===== config.mk =====
export PLATFORM = sky130hd
export DESIGN_NAME = stack_cpu_controller_flat
export DESIGN_NICKNAME = d
export VERILOG_FILES = /design/src/rtl/stack_cpu_controller_pkg.sv /design/src/rtl/stack_cpu_controller_if.sv /design/src/rtl/stack_cpu_controller_decode.sv /design/src/rtl/stack_cpu_controller.sv /design/src/flat_wrapper.sv
export SDC_FILE = /design/constraint.sdc
export NUM_CORES = 1
export LEC_CHECK = 0
export BUFFER_PORTS_ARGS = -buffer_cell sky130_fd_sc_hd__buf_4
export CORE_MARGIN = 10
export CORE_UTILIZATION = 47
export CTS_BUF_LIST = sky130_fd_sc_hd__clkbuf_2 sky130_fd_sc_hd__clkbuf_4 sky130_fd_sc_hd__clkbuf_8
export DETAILED_ROUTE_END_ITERATION = 10
export PLACE_DENSITY_LB_ADDON = 0.2
export SLEW_MARGIN = 0
export SYNTH_ARGS = -nofsm -noshare
export SYNTH_HDL_FRONTEND = slang
export SYNTH_HIERARCHICAL = 1
export SYNTH_SLANG_ARGS = --single-unit

===== constraint.sdc =====
create_clock -name clk -period 2.2 [get_ports clk]
set_input_delay 0.33 -clock clk [delete_from_list [all_inputs] [get_ports clk]]
set_output_delay 0.33 -clock clk [all_outputs]
set_load 0.02 [all_outputs]

===== src/rtl/stack_cpu_controller_pkg.sv =====
// Shared types for the stack-machine control unit: opcodes, ALU codes, state encodings, control vector.
package stack_cpu_controller_pkg;

    localparam int unsigned OPC_W   = 3;
    localparam int unsigned ALUOP_W = 2;
    localparam int unsigned STATE_W = 4;

    typedef enum logic [OPC_W-1:0] {
        OP_ADD  = 3'd0,
        OP_SUB  = 3'd1,
        OP_AND  = 3'd2,
        OP_NOT  = 3'd3,
        OP_PUSH = 3'd4,
        OP_POP  = 3'd5,
        OP_JMP  = 3'd6,
        OP_JZ   = 3'd7
    } opc_t;

    typedef enum logic [ALUOP_W-1:0] {
        ALU_ADD = 2'd0,
        ALU_SUB = 2'd1,
        ALU_AND = 2'd2,
        ALU_NOT = 2'd3
    } aluop_t;

    typedef enum logic [STATE_W-1:0] {
        S_IDLE   = 4'd0,
        S_FETCH  = 4'd1,
        S_DECODE = 4'd2,
        S_POP_A  = 4'd3,
        S_POP_B  = 4'd4,
        S_EXEC   = 4'd5,
        S_MEM_RD = 4'd6,
        S_MEM_WR = 4'd7,
        S_PUSH_M = 4'd8,
        S_JZ     = 4'd9
    } state_t;

    typedef struct packed {
        logic [ALUOP_W-1:0] alu_op;
        logic               pc_write;
        logic               pc_write_cond;
        logic               pc_src;
        logic               i_or_d;
        logic               mem_read;
        logic               mem_write;
        logic               ir_write;
        logic               m_to_s;
        logic               ld_a;
        logic               ld_b;
        logic               src_a;
        logic               src_b;
        logic               push;
        logic               pop;
        logic               tos;
        logic               instr_done;
    } ctrl_t;

endpackage


===== src/rtl/stack_cpu_controller_if.sv =====
// Controller <-> datapath bundle: opcode/mem handshake in, every datapath control line out.
interface stack_cpu_controller_if;
    import stack_cpu_controller_pkg::*;

    logic [OPC_W-1:0]   opcode;
    logic               mem_ready;
    logic [ALUOP_W-1:0] ALUop;
    logic               PCWrite;
    logic               PCWriteCond;
    logic               PCsrc;
    logic               IorD;
    logic               MemRead;
    logic               MemWrite;
    logic               IRWrite;
    logic               MtoS;
    logic               ldA;
    logic               ldB;
    logic               srcA;
    logic               srcB;
    logic               push;
    logic               pop;
    logic               tos;
    logic               instr_done;
    logic [STATE_W-1:0] state_dbg;

    modport master (
        input  opcode, mem_ready,
        output ALUop, PCWrite, PCWriteCond, PCsrc, IorD, MemRead, MemWrite, IRWrite, MtoS,
               ldA, ldB, srcA, srcB, push, pop, tos, instr_done, state_dbg
    );

    modport slave (
        output opcode, mem_ready,
        input  ALUop, PCWrite, PCWriteCond, PCsrc, IorD, MemRead, MemWrite, IRWrite, MtoS,
               ldA, ldB, srcA, srcB, push, pop, tos, instr_done, state_dbg
    );

endinterface


===== src/rtl/stack_cpu_controller_decode.sv =====
// Combinational control decode: (state, opcode, mem_ready) -> datapath control vector.
module stack_cpu_controller_decode
    import stack_cpu_controller_pkg::*;
(
    input  state_t state,
    input  opc_t   op,
    input  logic   mem_ready,
    output ctrl_t  ctrl
);

    always_comb begin
        ctrl = '0;
        case (state)
            S_FETCH: begin
                ctrl.mem_read = 1'b1;
                // PC <= PC + 1 and IR load only once the instruction word is present
                if (mem_ready) begin
                    ctrl.ir_write = 1'b1;
                    ctrl.src_a    = 1'b1;
                    ctrl.src_b    = 1'b1;
                    ctrl.alu_op   = ALU_ADD;
                    ctrl.pc_write = 1'b1;
                end
            end
            S_DECODE: begin
                ctrl.tos  = 1'b1;
                ctrl.ld_a = 1'b1;
                if (op == OP_JMP) begin
                    ctrl.pc_src     = 1'b1;
                    ctrl.pc_write   = 1'b1;
                    ctrl.instr_done = 1'b1;
                end
            end
            S_POP_A: begin
                ctrl.pop  = 1'b1;
                ctrl.ld_a = 1'b1;
            end
            S_POP_B: begin
                ctrl.pop  = 1'b1;
                ctrl.ld_b = 1'b1;
            end
            S_EXEC: begin
                ctrl.alu_op     = op[ALUOP_W-1:0];
                ctrl.push       = 1'b1;
                ctrl.instr_done = 1'b1;
            end
            S_MEM_RD: begin
                ctrl.i_or_d   = 1'b1;
                ctrl.mem_read = 1'b1;
            end
            S_PUSH_M: begin
                ctrl.m_to_s     = 1'b1;
                ctrl.push       = 1'b1;
                ctrl.instr_done = 1'b1;
            end
            S_MEM_WR: begin
                ctrl.i_or_d     = 1'b1;
                ctrl.mem_write  = 1'b1;
                ctrl.instr_done = mem_ready;
            end
            S_JZ: begin
                ctrl.pc_src        = 1'b1;
                ctrl.pc_write_cond = 1'b1;
                ctrl.instr_done    = 1'b1;
            end
            default: ctrl = '0;
        endcase
    end

endmodule


===== src/rtl/stack_cpu_controller.sv =====
// Multicycle control FSM for the 8-bit stack machine; one state per cycle, memory waits via mem_ready.
module stack_cpu_controller
    import stack_cpu_controller_pkg::*;
(
    input  logic                   clk,
    input  logic                   rst,
    stack_cpu_controller_if.master bus
);

    state_t state;
    state_t state_nxt;
    opc_t   op_q;
    opc_t   op_eff;
    ctrl_t  ctrl;

    // Opcode is captured in DECODE so later states do not depend on IR stability
    assign op_eff = (state == S_DECODE) ? opc_t'(bus.opcode) : op_q;

    always_ff @(posedge clk or negedge rst) begin
        if (!rst) begin
            state <= S_IDLE;
            op_q  <= OP_ADD;
        end else begin
            state <= state_nxt;
            if (state == S_DECODE) begin
                op_q <= opc_t'(bus.opcode);
            end
        end
    end

    always_comb begin
        state_nxt = S_IDLE;
        case (state)
            S_IDLE:   state_nxt = S_FETCH;
            S_FETCH:  state_nxt = bus.mem_ready ? S_DECODE : S_FETCH;
            S_DECODE: begin
                case (op_eff)
                    OP_PUSH: state_nxt = S_MEM_RD;
                    OP_JMP:  state_nxt = S_FETCH;
                    OP_JZ:   state_nxt = S_JZ;
                    default: state_nxt = S_POP_A;
                endcase
            end
            S_POP_A: begin
                case (op_eff)
                    OP_NOT:  state_nxt = S_EXEC;
                    OP_POP:  state_nxt = S_MEM_WR;
                    default: state_nxt = S_POP_B;
                endcase
            end
            S_POP_B:  state_nxt = S_EXEC;
            S_EXEC:   state_nxt = S_FETCH;
            S_MEM_RD: state_nxt = bus.mem_ready ? S_PUSH_M : S_MEM_RD;
            S_PUSH_M: state_nxt = S_FETCH;
            S_MEM_WR: state_nxt = bus.mem_ready ? S_FETCH : S_MEM_WR;
            S_JZ:     state_nxt = S_FETCH;
            default:  state_nxt = S_IDLE;
        endcase
    end

    stack_cpu_controller_decode u_decode (
        .state     (state),
        .op        (op_eff),
        .mem_ready (bus.mem_ready),
        .ctrl      (ctrl)
    );

    assign bus.ALUop       = ctrl.alu_op;
    assign bus.PCWrite     = ctrl.pc_write;
    assign bus.PCWriteCond = ctrl.pc_write_cond;
    assign bus.PCsrc       = ctrl.pc_src;
    assign bus.IorD        = ctrl.i_or_d;
    assign bus.MemRead     = ctrl.mem_read;
    assign bus.MemWrite    = ctrl.mem_write;
    assign bus.IRWrite     = ctrl.ir_write;
    assign bus.MtoS        = ctrl.m_to_s;
    assign bus.ldA         = ctrl.ld_a;
    assign bus.ldB         = ctrl.ld_b;
    assign bus.srcA        = ctrl.src_a;
    assign bus.srcB        = ctrl.src_b;
    assign bus.push        = ctrl.push;
    assign bus.pop         = ctrl.pop;
    assign bus.tos         = ctrl.tos;
    assign bus.instr_done  = ctrl.instr_done;
    assign bus.state_dbg   = STATE_W'(state);

endmodule


===== src/flat_wrapper.sv =====
// flat-port wrapper written by rule: the top's interface ports become plain ports
module stack_cpu_controller_flat import stack_cpu_controller_pkg::*;
  (clk, rst, bus_opcode, bus_mem_ready, bus_ALUop, bus_PCWrite, bus_PCWriteCond, bus_PCsrc, bus_IorD, bus_MemRead, bus_MemWrite, bus_IRWrite, bus_MtoS, bus_ldA, bus_ldB, bus_srcA, bus_srcB, bus_push, bus_pop, bus_tos, bus_instr_done, bus_state_dbg);
  stack_cpu_controller_if bus_i ();
  input  logic clk;
  input  logic rst;
  input wire logic [$bits(bus_i.opcode)-1:0] bus_opcode;
  input wire logic [$bits(bus_i.mem_ready)-1:0] bus_mem_ready;
  output wire logic [$bits(bus_i.ALUop)-1:0] bus_ALUop;
  output wire logic [$bits(bus_i.PCWrite)-1:0] bus_PCWrite;
  output wire logic [$bits(bus_i.PCWriteCond)-1:0] bus_PCWriteCond;
  output wire logic [$bits(bus_i.PCsrc)-1:0] bus_PCsrc;
  output wire logic [$bits(bus_i.IorD)-1:0] bus_IorD;
  output wire logic [$bits(bus_i.MemRead)-1:0] bus_MemRead;
  output wire logic [$bits(bus_i.MemWrite)-1:0] bus_MemWrite;
  output wire logic [$bits(bus_i.IRWrite)-1:0] bus_IRWrite;
  output wire logic [$bits(bus_i.MtoS)-1:0] bus_MtoS;
  output wire logic [$bits(bus_i.ldA)-1:0] bus_ldA;
  output wire logic [$bits(bus_i.ldB)-1:0] bus_ldB;
  output wire logic [$bits(bus_i.srcA)-1:0] bus_srcA;
  output wire logic [$bits(bus_i.srcB)-1:0] bus_srcB;
  output wire logic [$bits(bus_i.push)-1:0] bus_push;
  output wire logic [$bits(bus_i.pop)-1:0] bus_pop;
  output wire logic [$bits(bus_i.tos)-1:0] bus_tos;
  output wire logic [$bits(bus_i.instr_done)-1:0] bus_instr_done;
  output wire logic [$bits(bus_i.state_dbg)-1:0] bus_state_dbg;
  assign bus_i.opcode = bus_opcode;
  assign bus_i.mem_ready = bus_mem_ready;
  assign bus_ALUop = bus_i.ALUop;
  assign bus_PCWrite = bus_i.PCWrite;
  assign bus_PCWriteCond = bus_i.PCWriteCond;
  assign bus_PCsrc = bus_i.PCsrc;
  assign bus_IorD = bus_i.IorD;
  assign bus_MemRead = bus_i.MemRead;
  assign bus_MemWrite = bus_i.MemWrite;
  assign bus_IRWrite = bus_i.IRWrite;
  assign bus_MtoS = bus_i.MtoS;
  assign bus_ldA = bus_i.ldA;
  assign bus_ldB = bus_i.ldB;
  assign bus_srcA = bus_i.srcA;
  assign bus_srcB = bus_i.srcB;
  assign bus_push = bus_i.push;
  assign bus_pop = bus_i.pop;
  assign bus_tos = bus_i.tos;
  assign bus_instr_done = bus_i.instr_done;
  assign bus_state_dbg = bus_i.state_dbg;
  stack_cpu_controller u_core (.clk(clk), .rst(rst), .bus(bus_i));
endmodule

Yosys cells after proc, flatten, opt, wreduce, memory -nomap -nowiden. Cells that the tools add are included.

Register bits: 7. Input port bits: 6. Output and inout bits: 22. Word-level logic and storage cells: 51.

Equal/unequal tests: 14. Mux-type cells: 27. Reduce and logical (&&, ||, !) cells: 8.

Operator list (count): $pmux 4 s7 (1); $eq 4x3->1 const B (4); $mux 1 (14); $eq 3x3->1 const B (4); $pmux 4 s3 (1); $reduce_or 2->1 (5); $eq 4x2->1 const B (2); $eq 4x4->1 const B (2); $pmux 2 s2 (2); $mux 2 (3); $mux 3 (2); $eq 4x1->1 const B (1); $logic_not 4->1 (1); $mux 4 (1); $pmux 1 s2 (2); $reduce_or 4->1 (1); $eq 3x2->1 const B (1); $pmux 1 s3 (1); $reduce_or 3->1 (1).

Longest topological paths before layout. Gate-level depths: netlist of run 1.

Depth in word-level cells: 5. Depth in mapped cells: 6. Gate-level depth less buffers: 5.

By module. The synthesis of run 1 kept the hierarchy.

Modules (own cells, without submodules): stack_cpu_controller (times used 1, cells each 38, area an instance 391.6 sq um, sequential area each 175.2 sq um); stack_cpu_controller_decode (times used 1, cells each 32, area an instance 232.7 sq um, sequential area each 0.0 sq um).

Least setup slack after synthesis of run 1. Ideal clock, no wire load.

Path kind: reg-to-output. From: reg u_core.state[0], in the netlist u_core/bus.state_dbg[0]. To: out bus_PCsrc. Data arrival time: 1995 ps. Required time: 1870 ps. Slack: -125 ps. Cell stages (with the launch flop): 7. Buffers on the path: 1. Path through: dfrtp_1 -> buf_6 -> or3b_4 -> nor2_4 -> mux2_1 -> nand4b_1 -> o21ai_0.

Word-level cells in the longest chain between the ends: 5. Elaborated cells between the ends (all ways): 6. Classes of those cells: 3 x eq/ne; 3 x mux.

Ends and longest elaborated chain: start: declaration (RTL line stack_cpu_controller.sv:10) `state_t state;`; start signal: assignment (RTL line stack_cpu_controller.sv:24) `state <= state_nxt;`; $eq 4x2->1 (RTL line stack_cpu_controller.sv:17) `assign op_eff = (state == S_DECODE) ? opc_t'(bus.opcode) : op_q;`; $mux 3 (RTL line stack_cpu_controller.sv:17); net u_core.op_eff[0] (RTL line stack_cpu_controller.sv:13) `opc_t op_eff;`; $eq 3x3->1 (RTL line stack_cpu_controller_decode.sv:28) `if (op == OP_JMP) begin`; $mux 1 (RTL line stack_cpu_controller_decode.sv:28); $pmux 1 s2 (RTL line stack_cpu_controller_decode.sv:13) `case (state)`; end: declaration (RTL line flat_wrapper.sv:12) `output wire logic [$bits(bus_i.PCsrc)-1:0] bus_PCsrc;`.

The timed path passes the listed nets, and every way through them passes these cells.

Final worst setup path of run 1.
From: reg u_core.state[0], in the netlist u_core/bus.state_dbg[0]. To: out bus_instr_done.

Word-level cells in the longest chain between the ends: 5. Elaborated cells between the ends (all ways): 10. Classes of those cells: 6 x eq/ne; 3 x mux; 1 x reduce/logical.

Ends and longest elaborated chain: $eq 4x2->1 (RTL line stack_cpu_controller.sv:17); $mux 3 (RTL line stack_cpu_controller.sv:17); net u_core.op_eff[0] (RTL line stack_cpu_controller.sv:13); $eq 3x3->1 (RTL line stack_cpu_controller_decode.sv:28); $mux 1 (RTL line stack_cpu_controller_decode.sv:28); $pmux 1 s3 (RTL line stack_cpu_controller_decode.sv:13); end: declaration (RTL line flat_wrapper.sv:25) `output wire logic [$bits(bus_i.instr_done)-1:0] bus_instr_done;`.

The timed path passes the listed nets, and every way through them passes these cells.

==> results of run 1 <==
flip-flops by register name, summed over array words and instances (netlist names):
register              cells
u_core/bus.state_dbg      4
u_core/op_q               3
power breakdown:
group	leakage (nW)	switching, mW	internal, mW	total, mW
sequential	0.0845	0.0470	0.190	0.237
combinational	0.329	0.608	0.470	1.08
clock	0.0184	0.0477	0.0816	0.129
critical path: stages (launching register included):
cell and delay, ns:
dfrtp_2 0.39, or3b_4 0.41, nor2_4 0.13, mux2_4 0.32, nand4b_1 0.26, o211ai_1 0.14
buf_4 0.17
routing by layer:
| metal | part of all wire (%) | track usage, % | wire length, microns | vias to the layer above |
|---|---|---|---|---|
| li1 | - | - | - | 315 |
| met1 | 41 | 12.4 | 797 | 312 |
| met2 | 49 | 20.7 | 947 | 35 |
| met4 | 0.47 | 3.09 | 9 | 0 |
| met5 | 0 | 0 | 0 | - |
| met3 | 8.7 | 4.04 | 167 | 2 |
cell usage after synthesis:
cell type and n:
a21boi_0 1, a21o_1 1, a21oi_1 3, a22o_1 1, a22oi_1 2, a311oi_1 2
a31oi_1 1, and2_1 2, and2b_4 1, and3_1 4, and4b_1 1, buf_4 4
buf_6 1, clkbuf_1 1, dfrtp_1 7, inv_1 2, mux2_1 3, nand2_1 3
nand2b_1 4, nand3_1 2, nand3b_1 1, nand4_1 1, nand4b_1 1, nor2_1 5
nor2_4 1, nor2b_1 2, nor3_1 1, nor3b_1 2, nor3b_4 1, nor4b_4 1
o211ai_1 1, o21ai_0 4, o22ai_1 1, or3b_4 1, xnor2_1 1
layout make-up:
type / count / area [sq um] / area share, %
Multi-Input combinational cell: 55 / 404 / 45.6
Timing Repair Buffer: 32 / 250 / 28.2
Sequential cell: 7 / 176 / 19.9
Clock buffer: 4 / 30.0 / 3.39
Tap cell: 15 / 18.8 / 2.12
Inverter: 2 / 7.51 / 0.846
final timing paths:
check                                          endpoint  cells after the start  slack [ns]                    start
worst max register to register           u_core/op_q[1]                      3        0.75  u_core/bus.state_dbg[0]
min in group asynchronous       u_core/bus.state_dbg[2]                      2        0.44                      rst
worst min register to register  u_core/bus.state_dbg[3]                      2        0.57  u_core/bus.state_dbg[0]
worst max-delay path                     bus_instr_done                      6       -0.20  u_core/bus.state_dbg[0]
worst min-delay path                     u_core/op_q[0]                      2        0.36            bus_opcode[0]
max in group asynchronous       u_core/bus.state_dbg[0]                      2        1.63                      rst
kinds of logic after synthesis:
group                     synth area share [%]
xor gates and xnor gates                  1.40
muxes                                     5.41
DFF                                       28.1
and+or+nand+nor                           38.9
AOI/OAI and AO/OA                         17.8
buffers and inverters                     8.42
timing repair:
action / 4_1_cts / 5_1_grt
endpoints found under the hold margin: 7 / 0
setup endpoints to repair: 4 / 4
pin swaps: 1 / 0
resized for setup: 3 / 0
hold buffers: 1 / 0
buffers inserted: 0 / 0
==> run_results.csv, run 1 <==
group,metric,value,unit
status,run_status,"finished, violations left",
status,failed_checks,"setup timing",
logic_synthesis,ys_ff_latch,7,
floorplanning,core,1270,sq um
cts,cts_tree,"yes",
logic_synthesis,yosysWarnings,6,
drt,ant_nets,0,
sta,finalWorstSetupSlack,-0.197,ns
layout,final_area,887,sq um
sta,period_minus_slack,2.40,ns
logic_synthesis,synthCells,70,
drt,drc,0,
floorplanning,die_area,3190,sq um
layout,n_fill_cell,108,
critical_path,end_kind,"primary output",
sta,fin_tns_setup,-0.498,ns
layout,antenna_cells,0,
cts,cts_buffers,3,
drt,wirelength,1920,microns
logic_synthesis,synthesis.area,624,sq um
cts,cts_sinks,7,
cts,clock_latency,0.25,ns
layout,stdcell_count,115,
job,maxCapViolCount,0,
placed_design,port_buffers,27,
logic_synthesis,yosys.area.top_type,"dfrtp_1",
sta,worst_slew_pin_slew,0.237,ns
pwr,p_total,1.44,mW
cts,htreeDepth,1,
floorplanning,die_y,56.4,microns
logic_synthesis,synth_nets,76,
global_route,grt_max_degree,23,
sta,final-hold-violation-count,0,
logic_synthesis,avgSynthCellArea,8.92,sq um
layout,area_growth,42.1,%
drt,wl_per_cell,16.7,microns
drt,routed_via_density,5.77,
global_route,grt_pass1_vias,656,
min_path,min_path_type,"in -> reg",
logic_synthesis,synth.top_cell.area_share,28.1,%
logic_synthesis,synth_area_leaders,"dfrtp_1, mux2_1, buf_4",
floorplanning,fp-row-count,13,
sta,slew_viol_final,0,
pwr,power_density,1630,nW/um^2
floorplanning,initial_core_util,49.2,%
cts,clockBufferDepth,2,
sta,finalSetupViolCount,3,
sta,finalCritPeriodShare,109,%
critical_path,critical_path_class,"reg -> out",
layout,final_common_cell,"buf_4",
layout,nets,107,
cts,root_buffer,"clkbuf_4",
global_route,grt-ovfl-total,0,
global_route,track_usage,11.6,%
sta,hold_ws,0.358,ns
placed_design,pre_cts_ws,0.0670,ns
global_route,antenna_found_initial,0,
logic_synthesis,yosysSeqAreaShare,28.1,%
placed_design,dpl.cell_count,110,
sta,rsz0062_at_grt,"yes",
pwr,p_leak,0.432,nW
drt,drt_iter0_markers,14,
layout,drive_gt1_share,44.0,%
cts,cts.clk_slew.worst_paths,0.05,ns
global_route,grt_pass1_wl,3130,microns
drt,vias,664,
sta,maxSlewHeadroom,84.0,%
placed_design,place.gp.congestion,0.748,
critical_path,worstPathMaxFanout,3,
critical_path,required,1.87,ns
placed_design,dpl_cell_area,840,sq um
placed_design,dpl.hpwl,1380,microns
critical_path,cp-start-kind,"flip-flop",
pwr,ir_drop,0.767,mV
sta,skew,0.00202,ns
layout,final_util,69.9,%
logic_synthesis,synth_cell_types,35,
layout,final_cell_mix,"buf_4, dfrtp_1, nor2_1",
drt,dr.pass1.iters,4,
critical_path,arrival,2.07,ns
floorplanning,io_pins,28,
floorplanning,die_x,56.4,microns
sta,fmax,0.417,GHz
Note: power is estimated with default switching activity, not from simulation.
==> run 2, diff against run 1 <==
--- a/config.mk
+++ b/config.mk
@@ -11,6 +11,7 @@
 export CTS_BUF_LIST = sky130_fd_sc_hd__clkbuf_2 sky130_fd_sc_hd__clkbuf_4 sky130_fd_sc_hd__clkbuf_8
 export DETAILED_ROUTE_END_ITERATION = 10
 export PLACE_DENSITY_LB_ADDON = 0.2
+export SETUP_SLACK_MARGIN = 0.4
 export SLEW_MARGIN = 0
 export SYNTH_ARGS = -nofsm -noshare
 export SYNTH_HDL_FRONTEND = slang
==> run 2 against run 1 <==
Against the previous run:
- the flow still finishes with violations (setup timing)
- utilization up 5.6 points
- count of clock-buffer cells in the layout unchanged
- combinational power up 11%
- worst hold slack better by 0.018 ns
- total power up 8.0%
==> run_results.csv, run 2 (synthesized netlist as in run 1, its figures left out) <==
group,metric,value,unit
sta,skew,0.00617,ns
global_route,grt_pass1_vias,624,
cts,htreeDepth,1,
floorplanning,initial_core_util,49.2,%
sta,finalCritPeriodShare,110,%
placed_design,pre_cts_ws,0.0840,ns
placed_design,place.gp.congestion,0.782,
placed_design,port_buffers,27,
layout,final_common_cell,"buf_4",
placed_design,dpl_cell_area,846,sq um
drt,wirelength,2020,microns
layout,final_area,958,sq um
sta,fmax,0.415,GHz
layout,drive_gt1_share,50.5,%
cts,cts.clk_slew.worst_paths,0.05,ns
sta,final-hold-violation-count,0,
placed_design,dpl.hpwl,1400,microns
drt,ant_nets,0,
drt,dr.pass1.iters,4,
floorplanning,fp-row-count,13,
layout,nets,110,
layout,seq_area,176,sq um
critical_path,critical_path_class,"reg -> out",
global_route,grt-ovfl-total,0,
global_route,grt_pass1_wl,3040,microns
sta,finalWorstSetupSlack,-0.209,ns
job,maxCapViolCount,0,
pwr,seqPwrFrac,15.1,%
drt,vias,666,
floorplanning,core,1270,sq um
pwr,comb_power_share,76.7,%
cts,root_buffer,"clkbuf_4",
pwr,p_total,1.56,mW
sta,rsz0062_at_grt,"yes",
sta,worst_slew_pin_slew,0.253,ns
cts,clock_latency,0.25,ns
pwr,p_leak,0.457,nW
floorplanning,io_pins,28,
drt,wl_per_cell,17.1,microns
critical_path,worstPathMaxFanout,3,
pwr,switching_share,46.3,%
pwr,power_density,1630,nW/um^2
drt,routed_via_density,5.64,
critical_path,cp-start-kind,"flip-flop",
pwr,ir_drop,0.811,mV
sta,hold_ws,0.376,ns
pwr,clockPowerShare,8.2,%
layout,n_fill_cell,105,
critical_path,arrival,2.08,ns
layout,final_cell_mix,"buf_4, buf_6, dfrtp_1",
layout,area_growth,53.5,%
sta,finalSetupViolCount,4,
floorplanning,die_x,56.4,microns
sta,fin_tns_setup,-0.716,ns
pwr,internal_power,0.837,mW
min_path,min_path_type,"in -> reg",
cts,clockBufferDepth,2,
cts,cts_buffers,3,
global_route,antenna_found_initial,0,
floorplanning,die_y,56.4,microns
critical_path,end_kind,"primary output",
sta,maxSlewHeadroom,83.1,%
status,failed_checks,"setup timing",
drt,drc,0,
cts,cts_tree,"yes",
critical_path,required,1.87,ns
sta,slew_viol_final,0,
sta,period_minus_slack,2.41,ns
floorplanning,die_area,3190,sq um
pwr,p_sw,0.723,mW
global_route,track_usage,11.4,%
layout,antenna_cells,0,
status,run_status,"finished, violations left",
drt,drt_iter0_markers,9,
global_route,grt_max_degree,23,
layout,largest_reg_flops,4,
cts,cts_sinks,7,
layout,multi_input_area,425,sq um
critical_path,r2r_slack,0.62,ns
==> run 2: cell types whose count changed in the layout (fill, tap and decap cells not counted), sizes merged <==
cell / change
buf: +3
==> run 2: power groups by stage <==
stage | logic, mW | clock network (mW) | registers, mW
final | 1.20 | 0.128 | 0.236
after global routing | 1.28 | 0.140 | 0.243
after detailed placement | 1.06 | 0 | 0.236
after floorplan | 0.673 | 0 | 0.302
after global placement | 1.05 | 0 | 0.233
after CTS | 1.10 | 0.131 | 0.234
==> run 2: repair_timing <==
item,in CTS,in global routing
resized for setup,5,8
setup endpoints to repair,10,14
setup buffers,1,2
pin swaps,1,1
hold buffers,1,0
endpoints found under the hold margin,7,0
==> run 2: layout make-up <==
cell class                      instances  share of cell area (%)
Multi-Input combinational cell         55                    44.4
Sequential cell                         7                    18.4
Tap cell                               15                    1.96
Timing Repair Buffer                   35                    31.3
Inverter                                2                   0.783
Clock buffer                            4                    3.13
==> run 2: worst paths after layout <==
path                                         startpoint                       to  depth (start not counted)
worst max-delay path            u_core/bus.state_dbg[0]           bus_instr_done                          6
worst min-delay path                      bus_mem_ready  u_core/bus.state_dbg[3]                          3
worst max register to register  u_core/bus.state_dbg[0]           u_core/op_q[0]                          5
worst min register to register  u_core/bus.state_dbg[0]  u_core/bus.state_dbg[3]                          2
max in group asynchronous                           rst  u_core/bus.state_dbg[0]                          2
min in group asynchronous                           rst           u_core/op_q[1]                          2
==> run 2: layer usage <==
metal  GRT usage [%]  vias to the layer above  wire length (microns)
met2            18.7                       24                   1010
met3            3.60                        6                    131
li1                -                      320                      -
met5               0                        -                      0
met4            4.12                        0                     25
met1            13.5                      316                    854
==> run 2: metrics by stage <==
step	util (%)	instances
3_3_place_gp	66.7	110
6_report	75.5	118
2_1_floorplan	-	70
4_1_cts	71.6	116
5_1_grt	75.5	118
3_5_place_dp	66.7	110
==> run 2: worst max-delay path, stage by stage, from the launching register on <==
cell,delay (ns)
dfrtp_2,0.40
or3b_4,0.41
nor2_4,0.13
mux2_4,0.32
nand4b_1,0.28
o211ai_1,0.14
buf_4,0.17
==> run 3, diff against run 2 <==
--- a/config.mk
+++ b/config.mk
@@ -6,10 +6,10 @@
 export NUM_CORES = 1
 export LEC_CHECK = 0
 export BUFFER_PORTS_ARGS = -buffer_cell sky130_fd_sc_hd__buf_4
-export CORE_MARGIN = 10
-export CORE_UTILIZATION = 47
+export CORE_AREA = 10 10 47 49
 export CTS_BUF_LIST = sky130_fd_sc_hd__clkbuf_2 sky130_fd_sc_hd__clkbuf_4 sky130_fd_sc_hd__clkbuf_8
 export DETAILED_ROUTE_END_ITERATION = 10
+export DIE_AREA = 0 0 57 59
 export PLACE_DENSITY_LB_ADDON = 0.2
 export SETUP_SLACK_MARGIN = 0.4
 export SLEW_MARGIN = 0
==> constraint.sdc (replaced) <==
create_clock -name clk -period 2.9 [get_ports clk]
set_input_delay 0.435 -clock clk [delete_from_list [all_inputs] [get_ports clk]]
set_output_delay 0.435 -clock clk [all_outputs]
set_load 0.02 [all_outputs]
==> run 3 against run 2 <==
Against the previous run:
- the flow now finishes without violations
- count of clock-buffer cells in the layout unchanged
- combinational power down 31%
- non-clock buffer count down 1
- sequential share of layout area up 1.3 points
- cell count unchanged
- critical path depth unchanged
- first-iteration DRC count down 22%
- worst setup slack better by 0.62 ns
- utilization down 12 points
- clock power down 25%
- sequential power down 26%
==> run_results.csv, run 3 (synthesized netlist as in run 1, its figures left out) <==
group,metric,value,unit
cts,cts_sinks,7,
floorplanning,core,1400,sq um
min_path,min_path_type,"in -> reg",
pwr,p_sw,0.526,mW
floorplanning,die_x,57,microns
floorplanning,die_y,59,microns
sta,skew,0.00481,ns
drt,wl_per_cell,15.9,microns
critical_path,cp-endpoint,"bus_instr_done",
cts,root_buffer,"clkbuf_4",
drt,drt_iter0_markers,7,
drt,drc,0,
cts,clock_latency,0.25,ns
critical_path,r2r_slack,1.37,ns
layout,n_fill_cell,122,
sta,period_minus_slack,2.49,ns
drt,vias,644,
pwr,comb_power_share,75.4,%
status,run_status,"finished clean",
global_route,grt_pass1_vias,634,
critical_path,critical_path_class,"reg -> out",
critical_path,cp-startpoint,"u_core/bus.state_dbg[3]",
drt,routed_via_density,5.46,
pwr,p_total,1.10,mW
sta,maxSlewHeadroom,82.1,%
cts,cts.clk_slew.worst_paths,0.05,ns
layout,final_common_cell,"buf_4",
pwr,power_density,1230,nW/um^2
pwr,switching_share,47.7,%
layout,drive_gt1_share,43.1,%
floorplanning,fp-row-count,14,
layout,area_growth,43.5,%
global_route,grt-ovfl-total,0,
global_route,antenna_found_initial,0,
critical_path,reg2reg_to,"u_core/op_q[0]",
pwr,seqPwrFrac,15.8,%
critical_path,cp-start-kind,"flip-flop",
layout,antenna_cells,0,
sta,slew_viol_final,0,
critical_path,end_kind,"primary output",
cts,cts_buffers,3,
floorplanning,io_pins,28,
layout,nets,109,
cts,clockBufferDepth,2,
job,maxCapViolCount,0,
sta,finalCritPeriodShare,85.8,%
sta,fmax,0.402,GHz
critical_path,worstRegToRegCells,4,
drt,ant_nets,0,
pwr,p_leak,0.438,nW
sta,rsz0062_at_grt,"yes",
cts,cts_tree,"yes",
critical_path,worstPathMaxFanout,3,
floorplanning,die_area,3360,sq um
pwr,ir_drop,0.606,mV
global_route,grt_max_degree,23,
placed_design,dpl.hpwl,1370,microns
placed_design,port_buffers,27,
cts,htreeDepth,1,
layout,final_cell_mix,"buf_4, dfrtp_1, nor2_1",
pwr,clockPowerShare,8.7,%
layout,largest_reg_flops,4,
sta,worst_slew_pin_slew,0.268,ns
placed_design,place.gp.congestion,0.883,
global_route,track_usage,10.6,%
sta,final-hold-violation-count,0,
critical_path,required,2.47,ns
floorplanning,initial_core_util,44.6,%
sta,finalSetupViolCount,0,
critical_path,worstReg2RegStart,"u_core/bus.state_dbg[3]",
sta,fin_tns_setup,0,ns
global_route,grt_pass1_wl,2930,microns
pwr,internal_power,0.577,mW
drt,wirelength,1880,microns
critical_path,arrival,2.05,ns
drt,dr.pass1.iters,4,
==> run 3: final cells by class <==
class / instances / area (sq um) / area share (%)
multi-input cells: 55 / 400 / 44.7
repair buffers: 34 / 262 / 29.2
flip-flops and latches: 7 / 176 / 19.7
clock buffers: 4 / 30.0 / 3.35
well taps: 16 / 20.0 / 2.23
inverters: 2 / 7.51 / 0.838
==> run 3: worst max-delay path, stage by stage, from the launching register on <==
cell      delay, ns
dfrtp_2        0.39
or3b_4         0.41
nor2_4         0.16
mux2_4         0.32
nand4b_1       0.22
o211ai_1       0.13
buf_4          0.17
==> run 3: metal layers <==
layer	vias up	part of all wire, %	global-route usage, %	routed length, microns
met1	294	41	11.0	768
met4	0	2.3	6.04	43
li1	320	-	-	-
met2	24	49	18.3	915
met5	-	0	0	0
met3	6	7.9	3.86	148
==> run 3: how the worst min path moves through the flow <==
stage,endpoint,startpoint,slack [ns],depth (start not counted)
global placement,u_core/op_q[1],rst,0.25,1
detailed placement,u_core/op_q[1],rst,0.25,1
floorplan,u_core/bus.state_dbg[0],rst,0.14,0
global route,u_core/bus.state_dbg[3],bus_mem_ready,0.45,3
CTS,u_core/bus.state_dbg[3],bus_mem_ready,0.46,3
finish,u_core/bus.state_dbg[3],bus_mem_ready,0.47,3
==> run 3: power by group through the flow <==
stage / clock network (mW) / logic (mW) / registers (mW)
2_1_floorplan: 0 / 0.494 / 0.227
3_3_place_gp: 0 / 0.779 / 0.180
3_5_place_dp: 0 / 0.785 / 0.180
4_1_cts: 0.101 / 0.799 / 0.173
5_1_grt: 0.107 / 0.896 / 0.181
6_report: 0.0964 / 0.832 / 0.174
==> run 3: per-stage QoR <==
step	hold WS, ns	instances	setup slack, ns	area, sq um	utilization (%)
2_1_floorplan	0.139	70	0.470	624	-
3_3_place_gp	0.250	110	0.547	825	58.8
3_5_place_dp	0.249	110	0.516	825	58.8
4_1_cts	0.458	116	0.413	873	62.3
5_1_grt	0.452	118	0.326	896	63.9
6_report	0.468	118	0.411	896	63.9
==> run 3: repair_timing <==
action	in CTS	in global routing
hold buffers	1	0
resized for setup	1	4
hold endpoints to repair	7	0
pin swaps	0	3
endpoints found under the setup margin	3	3
setup buffers	1	2
